$ cat src/rtl/fram_bus_bridge.sv
// ---------------------------------------------------------------------------
// fram_bus_bridge
//
// Turns single-beat bus word accesses into one-cycle read/write request
// pulses for the SPI FRAM controller. Partial-byte writes are done as a
// read-modify-write. A one-word read buffer serves repeat reads without an
// FRAM access. Every FRAM transaction is bounded by a completion timeout.
//
// Ports:
//   clk, rst_n        system clock, synchronous active-low reset
//   bus_req           request strobe, taken only while idle and not busy
//   bus_we            1 = write, 0 = read
//   bus_addr[15:0]    byte address, bits [1:0] ignored
//   bus_wdata[31:0]   write data
//   bus_be[3:0]       byte enables, bit n covers bus_wdata[8n+7:8n]
//   bus_rdata[31:0]   read data, holds until the next read completes
//   bus_ready         one-cycle completion pulse
//   bus_err           set together with bus_ready when the access timed out
//   bus_busy          high from the cycle after acceptance until the cycle
//                     after bus_ready
//   mem_addr[15:0]    word-aligned FRAM byte address
//   mem_wdata[31:0]   word to write
//   mem_read_enable   one-cycle read request pulse
//   mem_write_enable  one-cycle write request pulse
//   mem_rdata[31:0]   word returned by the controller
//   mem_done          controller completion pulse
// ---------------------------------------------------------------------------
module fram_bus_bridge #(
    parameter int unsigned TIMEOUT_CYCLES = 4096,
    parameter bit          BUF_EN         = 1'b1
) (
    input  logic        clk,
    input  logic        rst_n,
    input  logic        bus_req,
    input  logic        bus_we,
    input  logic [15:0] bus_addr,
    input  logic [31:0] bus_wdata,
    input  logic [3:0]  bus_be,
    output logic [31:0] bus_rdata,
    output logic        bus_ready,
    output logic        bus_err,
    output logic        bus_busy,
    output logic [15:0] mem_addr,
    output logic [31:0] mem_wdata,
    output logic        mem_read_enable,
    output logic        mem_write_enable,
    input  logic [31:0] mem_rdata,
    input  logic        mem_done
);

    localparam int unsigned      CNT_W    = $clog2(TIMEOUT_CYCLES);
    localparam logic [CNT_W-1:0] CNT_LAST = CNT_W'(TIMEOUT_CYCLES - 1);

    typedef enum logic [2:0] {
        IDLE,
        RD_REQ,
        RD_WAIT,
        MRG,
        WR_REQ,
        WR_WAIT,
        RESP
    } state_t;

    state_t state, state_next;

    // Request captured at acceptance
    logic [13:0] tag_q;
    logic        we_q;
    logic [31:0] wdata_q;
    logic [3:0]  be_q;

    // Read half of a read-modify-write
    logic [31:0] rd_word;
    logic [31:0] merged;

    // One-word read buffer
    logic        buf_valid;
    logic [13:0] buf_tag;
    logic [31:0] buf_data;

    logic [CNT_W-1:0] cnt;
    logic             err_q;

    logic accept;
    logic buf_hit;
    logic cnt_last;

    assign accept   = (state == IDLE) && !bus_busy && bus_req;
    assign buf_hit  = BUF_EN && buf_valid && (buf_tag == bus_addr[15:2]);
    assign cnt_last = (cnt == CNT_LAST);

    // Byte lanes with be set come from the bus, the others from FRAM.
    always_comb begin
        merged = rd_word;
        for (int n = 0; n < 4; n++) begin
            if (be_q[n]) begin
                merged[8*n +: 8] = wdata_q[8*n +: 8];
            end
        end
    end

    // NOTE: state_next gets its default before the case so that no path
    // leaves it unassigned; otherwise the block would infer a latch.
    always_comb begin
        state_next = state;
        case (state)
            IDLE: begin
                if (accept) begin
                    if (!bus_we) begin
                        state_next = buf_hit ? RESP : RD_REQ;
                    end else if (bus_be == 4'hF) begin
                        state_next = WR_REQ;
                    end else if (bus_be == 4'h0) begin
                        state_next = RESP;
                    end else begin
                        state_next = RD_REQ;
                    end
                end
            end
            RD_REQ:  state_next = RD_WAIT;
            RD_WAIT: begin
                // A done on the last counted cycle still completes normally.
                if (mem_done) begin
                    state_next = we_q ? MRG : RESP;
                end else if (cnt_last) begin
                    state_next = RESP;
                end
            end
            MRG:     state_next = WR_REQ;
            WR_REQ:  state_next = WR_WAIT;
            WR_WAIT: begin
                if (mem_done || cnt_last) begin
                    state_next = RESP;
                end
            end
            RESP:    state_next = IDLE;
            default: state_next = IDLE;
        endcase
    end

    // NOTE: registers are written with <= so every always_ff reads the values
    // from before the edge, regardless of block or statement order.
    always_ff @(posedge clk) begin
        if (!rst_n) begin
            state <= IDLE;
        end else begin
            state <= state_next;
        end
    end

    // Control state and bus-visible outputs.
    always_ff @(posedge clk) begin
        if (!rst_n) begin
            bus_rdata        <= '0;
            bus_ready        <= 1'b0;
            bus_err          <= 1'b0;
            bus_busy         <= 1'b0;
            mem_addr         <= '0;
            mem_wdata        <= '0;
            mem_read_enable  <= 1'b0;
            mem_write_enable <= 1'b0;
            buf_valid        <= 1'b0;
            cnt              <= '0;
            err_q            <= 1'b0;
        end else begin
            // The controller retriggers on a held level, so request strobes
            // and the completion pulse drop back every cycle.
            mem_read_enable  <= 1'b0;
            mem_write_enable <= 1'b0;
            bus_ready        <= 1'b0;
            bus_err          <= 1'b0;
            if (bus_ready) begin
                bus_busy <= 1'b0;
            end

            case (state)
                IDLE: begin
                    if (accept) begin
                        bus_busy <= 1'b1;
                        err_q    <= 1'b0;
                        mem_addr <= bus_addr & 16'hFFFC;
                        if (!bus_we && buf_hit) begin
                            bus_rdata <= buf_data;
                        end
                        if (bus_we && bus_be == 4'hF) begin
                            mem_wdata <= bus_wdata;
                        end
                    end
                end
                RD_REQ: begin
                    mem_read_enable <= 1'b1;
                    cnt             <= '0;
                end
                RD_WAIT: begin
                    if (mem_done) begin
                        if (!we_q) begin
                            bus_rdata <= mem_rdata;
                            if (BUF_EN) begin
                                buf_valid <= 1'b1;
                            end
                        end
                    end else if (cnt_last) begin
                        err_q     <= 1'b1;
                        buf_valid <= 1'b0;
                    end else begin
                        cnt <= cnt + 1'b1;
                    end
                end
                MRG: begin
                    mem_wdata <= merged;
                end
                WR_REQ: begin
                    mem_write_enable <= 1'b1;
                    cnt              <= '0;
                end
                WR_WAIT: begin
                    if (!mem_done) begin
                        if (cnt_last) begin
                            err_q     <= 1'b1;
                            buf_valid <= 1'b0;
                        end else begin
                            cnt <= cnt + 1'b1;
                        end
                    end
                end
                RESP: begin
                    bus_ready <= 1'b1;
                    bus_err   <= err_q;
                end
                default: ;
            endcase
        end
    end

    // NOTE: payload registers carry no reset; they are only consumed under
    // state or buf_valid, both of which do reset.
    always_ff @(posedge clk) begin
        if (accept) begin
            tag_q   <= bus_addr[15:2];
            we_q    <= bus_we;
            wdata_q <= bus_wdata;
            be_q    <= bus_be;
        end
        if (state == RD_WAIT && mem_done) begin
            rd_word <= mem_rdata;
        end
        if (state == RD_WAIT && mem_done && !we_q) begin
            buf_tag  <= tag_q;
            buf_data <= mem_rdata;
        end else if (state == WR_WAIT && mem_done && buf_tag == tag_q) begin
            // Write-through keeps a buffered copy of this word coherent.
            buf_data <= mem_wdata;
        end
    end

endmodule

$ cat config.mk
export PLATFORM = sky130hd
export DESIGN_NAME = fram_bus_bridge
export DESIGN_NICKNAME = d
export VERILOG_FILES = /design/src/rtl/fram_bus_bridge.sv
export SDC_FILE = /design/constraint.sdc
export NUM_CORES = 1
export LEC_CHECK = 0
export CAP_MARGIN = 20
export CORE_MARGIN = 5
export CORE_UTILIZATION = 54
export CTS_BUF_LIST = sky130_fd_sc_hd__clkbuf_8
export CTS_CLUSTER_DIAMETER = 120
export CTS_CLUSTER_SIZE = 16
export DETAILED_ROUTE_END_ITERATION = 12
export PLACE_DENSITY_LB_ADDON = 0.25
export SLEW_MARGIN = 20
export SYNTH_ARGS = -nofsm -noshare
export SYNTH_HDL_FRONTEND = slang
export SYNTH_SLANG_ARGS = --single-unit
$ cat constraint.sdc
create_clock -name clk -period 4.35 [get_ports clk]
set_clock_uncertainty 0.15 [all_clocks]
set_input_delay 1.305 -clock clk [delete_from_list [all_inputs] [get_ports clk]]
set_output_delay 1.305 -clock clk [all_outputs]
set_load 0.01 [all_outputs]
==> results of run 1 <==
sequential cells by signal, indices dropped and copies added, names as in the netlist:
name / cells
mem_addr: 14
mem_write_enable: 1
buf_valid: 1
mem_read_enable: 1
mem_wdata: 32
wdata_q: 32
bus_rdata: 32
state: 3
tag_q: 14
cnt: 12
bus_ready: 1
bus_err: 1
err_q: 1
buf_tag: 14
be_q: 4
bus_busy: 1
buf_data: 32
we_q: 1
rd_word: 32
logic make-up (layout without fill, tap and decap cells):
| logic type | after synthesis | in the layout |
|---|---|---|
| AO/OA/AOI/OAI | 121 | 121 |
| adder cells (fa/ha/maj) | 1 | 1 |
| buffers and inverters | 54 | 221 |
| other | 1 | 2 |
| AND/OR/NAND/NOR | 232 | 232 |
| XOR/XNOR | 34 | 34 |
| multiplexers | 128 | 128 |
| flip-flops | 229 | 229 |
metal layers:
| metal | part of all wire (%) | up-vias |
|---|---|---|
| met1 | 44 | 3106 |
| met3 | 7.1 | 30 |
| met2 | 47 | 176 |
| li1 | - | 3189 |
| met4 | 1.6 | 2 |
| met5 | 0.049 | - |
layout make-up:
| type | instances | area (µm²) |
|---|---|---|
| fillers | 1390 | 5880 |
| flip-flops and latches | 229 | 5880 |
| multi-input cells | 518 | 3580 |
| repair buffers | 185 | 1820 |
| well taps | 229 | 287 |
| clock buffers | 19 | 262 |
| clock inverters | 13 | 61.3 |
| inverters | 4 | 15.0 |
path summary, 6_finish.rpt:
| check | from | end | slack, ns | cells after the start |
|---|---|---|---|---|
| worst max-delay path | bus_addr[13] | bus_rdata[11] | 1.01 | 7 |
| worst min-delay path | mem_addr[11] | mem_addr[11] | 0.32 | 2 |
| worst max register to register | state[1] | buf_data[1] | 1.80 | 5 |
| worst min register to register | mem_addr[11] | mem_addr[11] | 0.32 | 2 |
cell usage in the layout, fill, tap and decap left out, types with 4 or more instances in the layout:
master	instances
dfxtp_1	100
clkbuf_8	19
nand2_1	168
nor3_1	4
nand3_1	8
nor4_1	5
inv_1	15
o21ai_0	6
nor2_1	13
nand4_1	7
clkdlybuf4s50_1	168
buf_4	16
a21boi_1	31
mux2i_1	64
xnor2_1	14
a21boi_0	18
or3_1	4
o211ai_1	32
edfxtp_1	129
xor2_1	20
mux2_2	64
nand2b_1	5
a21oi_1	11
critical path, delay by kind of cell:
family | cells | cell delay (ns)
muxes | 1 | 0.13
AOI/OAI and AO/OA | 1 | 0.55
and+or+nand+nor | 2 | 0.65
buffers and inverters | 2 | 0.78
xor gates and xnor gates | 1 | 0.18
through the flow:
stage	instances	instance area (µm²)	util [%]	hold WS [ns]	total power, µW
after floorplan	801	9670	-	0.281	3560
after global placement	1165	11600	65.1	0.293	4000
after detailed placement	1165	11600	65.1	0.299	4030
after CTS	1197	11900	66.9	0.321	5130
after global routing	1197	11900	66.9	0.342	5340
final	1197	11900	66.9	0.319	5090
report_power, final:
part | internal (µW) | total, µW | switching [µW]
sequential | 2600 | 2780 | 177
clock | 415 | 1110 | 695
combinational | 543 | 1200 | 652
total | 3560 | 5090 | 1520
==> out/results.ini, run 1 <==
[status]
status = completed

[power_and_ir_drop]
p_leak_uw = 0.00436
irDropWorstVdd_mv = 0.274
p_per_area_mw_per_mm2 = 427

[synth]
synth-warning-count = 0
synth_fa_ha_area_share_pct = 0.130
avgSynthCellArea_um2 = 12.1
synth_compound_area_share_pct = 9.13
synth.area.mux_share_pct = 14.1
synth-main-ff-cell = edfxtp_1
synth_area_leaders = edfxtp_1 40%, dfxtp_1 21%, mux2_2 7.5%
synth.distinct_cells = 52
yosys.area.top_type = edfxtp_1
async_flop_share_pct = 0
yosys_register_bits = 229
netlist.area_leader.share_pct = 40.1
synth_commonest_cells = 168 x nand2_1, 129 x edfxtp_1, 100 x dfxtp_1, 64 x mux2_2, 64 x mux2i_1
syn_inst = 800
synth.most_common_cell = nand2_1
synth_area_mm2 = 0.00966
synth-xor-area-share_pct = 3.08
synth_top_family_by_area = multiplexers
ys_seq_area_share_pct = 60.8
synth_edf_count = 129
synth-simple-area-share_pct = 10.4

[setup_path]
crit_fanout = 22
slowest_delay_ns = 0.55
critPathLaunchType = input pin
critPathArrivalTime_ns = 3.60
crit_type = input pin to register
cp_slowest_cell = o22a_2
crit_required_ns = 4.61
crit_path_end_kind = register
crit_path_cell_trace = clkdlybuf4s50_1, xor2_1, nor4_1, nand4_1, o22a_2, buf_4, mux2i_1

[route]
first_pass_iters = 4
via_per_inst = 5.43
drtIter0Drc = 421
route.detailed.drc = 0
avgRoutedWirePerCell_um = 18.7
wl_um = 22400
detail-route-antenna-nets = 0
via_count = 6503

[global_route]
grt_pass1_vias = 6579
grt_max_degree = 58
grtUsageTotal_pct = 21.7
antenna_found_initial = 1
grt_use_met1_pct = 30.5
met3_usage_pct = 4.66
met2_usage_pct = 35.2
grt_pass1_wl_um = 35600
busiest_layer = met2
overflow = 0

[run]
drv_cap = 0

[sta]
hold_viol = 0
fin_crit_sh_pct = 76.8
slew_viol_final = 0
fin_ws_ns = 1.01
max_freq_ghz = 0.299
period_needed_ns = 3.34
rsz0062_at_grt = no
setup_tns_ns = 0
worst_pin_slew_ns = 0.832
relSlewSlack_pct = 44.5
setup_violations = 0

[cts]
cts_buffers = 18
cts_tree = yes
post_cts_buffers = 0
clock_sinks = 229
clkLatencyLatePin_ns = 0.52
clk_pin_slew_worst_paths_ns = 0.10
cts_hold_buf = 0
cts_max_level = 1
root_buffer = clkbuf_8
ctsResizeCount = 0
clockBufferDepth = 3

[die]
dieArea_mm2 = 0.0207
die_width_um = 144
die_y_um = 144
start_util_pct = 54.3
pin_count = 174
fp-row-count = 49
core-area_mm2 = 0.0178

[layout]
syn2layout_area_growth_pct = 23.2
antenna_cells = 0
drive_above_1_share_pct = 11.5
fin_nets = 1046

[worst_hold_path]
worstHoldPathType = register to register

[placement]
place.detailed.hpwl_um = 14800
preCtsSetupSlack_ns = 0.444
io_buffer_count = 169
gp_congestion = 0.794

(Power assumes the default switching activity.)
==> run 2: changes to the inputs <==
- CORE_UTILIZATION: 54 -> 49
- clock period: 4.35 -> 3.02 ns (I/O delays scaled with it)
==> out/results.ini, run 2 (synthesized netlist as in run 1, its figures left out) <==
[status]
status = completed

[sta]
setup_violations = 0  ; unchanged
slew_viol_final = 0  ; unchanged
setup_tns_ns = 0  ; unchanged
hold_viol = 0  ; unchanged
max_freq_ghz = 0.392
period_needed_ns = 2.55
relSlewSlack_pct = 52.1  ; +7.6 points
fin_crit_sh_pct = 84.4
worst_pin_slew_ns = 0.713  ; -0.119 ns
hold_ws_ns = 0.314  ; -0.00440 ns
rsz0062_at_grt = no

[layout]
syn2layout_area_growth_pct = 26.0
layout_common_cells = 168 x nand2_1, 168 x clkdlybuf4s50_1, 129 x edfxtp_1
postLayoutCellArea_mm2 = 0.0122  ; +2.3%
antenna_cells = 0  ; unchanged
fin_nets = 1063  ; +1.6%
drive_above_1_share_pct = 13.0  ; +1.5 points
final_cells = 1250  ; +4.4%

[die]
fp-row-count = 51  ; +4.1%
core-area_mm2 = 0.0195  ; +9.5%
pin_count = 174  ; unchanged
die_width_um = 150  ; +4.6%
dieArea_mm2 = 0.0226  ; +9.5%
start_util_pct = 49.6  ; -4.7 points
die_y_um = 150  ; +4.6%

[worst_hold_path]
worstHoldPathType = register to register

[cts]
clock_sinks = 229  ; unchanged
ctsResizeCount = 0  ; unchanged
cts_max_level = 1  ; unchanged
cts_tree = yes
cts_hold_buf = 0  ; unchanged
post_cts_buffers = 0  ; unchanged
clockBufferDepth = 3  ; unchanged
clk_pin_slew_worst_paths_ns = 0.10  ; about the same
root_buffer = clkbuf_8
cts_buffers = 18  ; unchanged
clkLatencyLatePin_ns = 0.51  ; about the same

[setup_path]
crit_path_cell_trace = clkdlybuf4s50_1
slowest_delay_ns = 0.62  ; +0.07 ns
r2r_setup_slack_ns = 0.63  ; -1.17 ns
crit_required_ns = 1.96  ; -2.65 ns
crit_fanout = 3  ; -86%
critPathArrivalTime_ns = 1.49  ; -2.11 ns
crit_family = buffers and inverters
crit_buf_inv = 1  ; -1
crit_type = register to primary output
cp_slowest_cell = clkdlybuf4s50_1
crit_path_end_kind = primary output
critPathLaunchType = register

[global_route]
overflow = 0  ; unchanged
grtUsageTotal_pct = 19.9  ; -1.8 points
grt_pass1_vias = 6589  ; +0.15%
antenna_found_initial = 1  ; unchanged
grt_pass1_wl_um = 35700  ; +0.31%
grt_max_degree = 58  ; unchanged

[power_and_ir_drop]
intPower_uw = 5200  ; +46%
switching_share_pct = 29.7  ; -0.27 points
p_leak_uw = 0.00448  ; +2.6%
p_per_area_mw_per_mm2 = 608  ; +42%
p_clk_share_pct = 21.5  ; -0.3 points
combPwrFrac_pct = 24.5  ; +1.0 points
p_switching_uw = 2200  ; +44%
p_total_uw = 7400  ; +45%
seq_power_share_pct = 54.0  ; -0.7 points
irDropWorstVdd_mv = 0.335  ; +22%

[route]
via_per_inst = 5.27  ; -3.0%
first_pass_iters = 5  ; +1
wl_um = 22800  ; +1.8%
avgRoutedWirePerCell_um = 18.3  ; -2.5%
detail-route-antenna-nets = 0  ; unchanged
drtIter0Drc = 363  ; -14%
route.detailed.drc = 0  ; unchanged
via_count = 6587  ; +1.3%

[placement]
place.detailed.hpwl_um = 15500  ; +4.9%
place_inst = 1218  ; +4.5%
gp_congestion = 0.793  ; -0.16%
io_buffer_count = 169  ; unchanged
postPlaceCellArea_mm2 = 0.0119  ; +2.4%

[run]
drv_cap = 0  ; unchanged

## run 2: cell count changes in the layout (fill, tap and decap cells not counted)
cell,previous run,this run
buf_12,1,9
buf_4,16,25
## run 2: stage by stage
stage | setup slack [ns] | util [%]
global route | 0.335 | 62.6
CTS | 0.448 | 62.6
floorplan | 0.194 | -
detailed placement | -0.0484 | 60.9
global placement | -0.0218 | 60.9
finish | 0.470 | 62.6
## run 2: final cells by class
class / count / area (µm²)
clock inverter: 13 / 61.3
clock buffer: 19 / 262
inverter: 4 / 15.0
sequential: 229 / 5880
timing repair buffer: 202 / 2050
fill: 1558 / 7290
multi-input combinational: 518 / 3580
tap: 265 / 332
## run 2: path summary, 6_finish.rpt
path	startpoint	end	cells after the start
max	mem_wdata[7]	mem_wdata[7]	1
min reg2reg	bus_rdata[18]	bus_rdata[18]	2
max reg2reg	state[1]	cnt[4]	5
min	bus_rdata[18]	bus_rdata[18]	2
## run 2: power by group through the flow
stage | combinational (µW) | sequential (µW) | clock (µW)
5_1_grt | 1970 | 4040 | 1770
3_5_place_dp | 1820 | 4070 | 0
2_1_floorplan | 1130 | 3990 | 0
4_1_cts | 1830 | 4000 | 1640
3_3_place_gp | 1800 | 4060 | 0
6_report | 1810 | 4000 | 1590
## run 2: layer usage
| metal | up-vias | share of wire (%) | global-route usage (%) |
|---|---|---|---|
| met1 | 3193 | 45 | 27.4 |
| met5 | - | 0.048 | 0 |
| met3 | 25 | 5.8 | 3.79 |
| li1 | 3217 | - | - |
| met4 | 2 | 1.4 | 3.75 |
| met2 | 150 | 48 | 33.1 |
==> run 3: changes to the inputs <==
- CORE_UTILIZATION: 49 -> 54
- clock period: 3.02 -> 2.51 ns (I/O delays scaled with it)
==> out/results.ini, run 3 (synthesized netlist as in run 1, its figures left out) <==
[status]
status = completed

[sta]
hold_viol = 0  ; unchanged
slew_viol_final = 0  ; unchanged
setup_tns_ns = 0  ; unchanged
max_freq_ghz = 0.419
relSlewSlack_pct = 49.2  ; -2.9 points
worst_pin_slew_ns = 0.757  ; +0.0433 ns
setup_violations = 0  ; unchanged
period_needed_ns = 2.39
fin_crit_sh_pct = 95.1
rsz0062_at_grt = no
hold_ws_ns = 0.317  ; +0.00277 ns

[cts]
clockBufferDepth = 3  ; unchanged
cts_max_level = 1  ; unchanged
cts_tree = yes
cts_hold_buf = 0  ; unchanged
root_buffer = clkbuf_8
ctsResizeCount = 0  ; unchanged
clk_pin_slew_worst_paths_ns = 0.10  ; about the same
cts_buffers = 18  ; unchanged
post_cts_buffers = 0  ; unchanged
clock_sinks = 229  ; unchanged
clkLatencyLatePin_ns = 0.52  ; about the same

[setup_path]
crit_fanout = 3  ; unchanged
crit_required_ns = 1.61  ; -0.35 ns
crit_path_cell_trace = clkdlybuf4s50_1
r2r_setup_slack_ns = 0.31  ; -0.32 ns
regToRegEndpoint = mem_wdata[25]
crit_family = buffers and inverters
cp_slowest_cell = clkdlybuf4s50_1
r2r_start = state[1]
crit_buf_inv = 1  ; unchanged
critPathArrivalTime_ns = 1.48  ; about the same
slowest_delay_ns = 0.57  ; -0.05 ns
crit_path_end_kind = primary output
path_depth = 1  ; unchanged
critPathLaunchType = register
r2r_cells = 7  ; +2
crit_type = register to primary output

[route]
dr_wl_met2_um = 10600  ; -3.5%
wl_met1_um = 10100  ; -1.0%
avgRoutedWirePerCell_um = 18.5  ; +1.3%
routed.top_layer = met5
detail-route-antenna-nets = 0  ; unchanged
wl_um = 22700  ; -0.36%
route.detailed.drc = 0  ; unchanged
via_count = 6709  ; +1.9%
first_pass_iters = 7  ; +2
met3WireLength_um = 1690  ; +28%
drtIter0Drc = 346  ; -4.7%
via_per_inst = 5.45  ; +3.5%

[die]
start_util_pct = 54.3  ; +4.7 points
die_y_um = 144  ; -4.4%
dieArea_mm2 = 0.0207  ; -8.7%
pin_count = 174  ; unchanged
die_width_um = 144  ; -4.4%
fp-row-count = 49  ; -3.9%
core-area_mm2 = 0.0178  ; -8.6%

[power_and_ir_drop]
irDropWorstVdd_mv = 0.586  ; +75%
p_total_uw = 9010  ; +22%
p_leak_uw = 0.00457  ; +2.1%
p_per_area_mw_per_mm2 = 731  ; +20%

[layout]
syn2layout_area_growth_pct = 27.6
fin_nets = 1077  ; +1.3%
drive_above_1_share_pct = 14.2  ; +1.2 points
layout_common_cells = 168 x nand2_1, 168 x clkdlybuf4s50_1, 129 x edfxtp_1

[global_route]
grt_pass1_wl_um = 35600  ; -0.46%
overflow = 0  ; unchanged
antenna_found_initial = 2  ; +1
grt_max_degree = 65  ; +12%
grtUsageTotal_pct = 21.6  ; +1.7 points
grt_pass1_vias = 6644  ; +0.83%

[placement]
place.detailed.hpwl_um = 15400  ; -0.70%
gp_congestion = 0.784  ; -1.1%
io_buffer_count = 169  ; unchanged

[run]
drv_cap = 0  ; unchanged

[worst_hold_path]
min_to = bus_rdata[4]
worstHoldPathType = register to register
holdPathStages = 2  ; unchanged
worstHoldStart = bus_rdata[4]

## run 3: metal layers
metal  vias to the layer above  GRT usage [%]
met3                        37           4.23
met5                         -              0
met4                         2           5.50
li1                       3261              -
met1                      3188           30.4
met2                       221           34.7
## run 3: final cells by class
| class | count | area, µm² |
|---|---|---|
| fillers | 1347 | 5460 |
| well taps | 229 | 287 |
| repair buffers | 216 | 2230 |
| diodes | 2 | 5.00 |
| flip-flops and latches | 229 | 5880 |
| inverters | 4 | 15.0 |
| clock buffers | 19 | 262 |
| clock inverters | 13 | 61.3 |
| multi-input cells | 518 | 3590 |
## run 3: metrics by stage
stage	util, %	worst slack (ns)	cells	instance area, µm²
after global placement	67.5	-0.351	1196	12000
after CTS	69.3	0.0754	1228	12300
final	69.3	0.123	1230	12300
after global routing	69.3	0.0396	1229	12300
after detailed placement	67.5	-0.370	1196	12000
after floorplan	-	0.00802	801	9680
## run 3: power breakdown
| part | switching [µW] | internal (µW) |
|---|---|---|
| registers | 289 | 4510 |
| clock network | 1200 | 719 |
| logic | 1180 | 1120 |
## run 3: how the worst max path moves through the flow
stage	from	end	slack, ns
finish	mem_wdata[2]	mem_wdata[2]	0.12
global route	mem_wdata[29]	mem_wdata[29]	0.04
CTS	mem_wdata[31]	mem_wdata[31]	0.08
detailed placement	bus_addr[13]	state[1]	-0.37
global placement	bus_addr[3]	state[0]	-0.35
floorplan	bus_req	be_q[0]	0.008
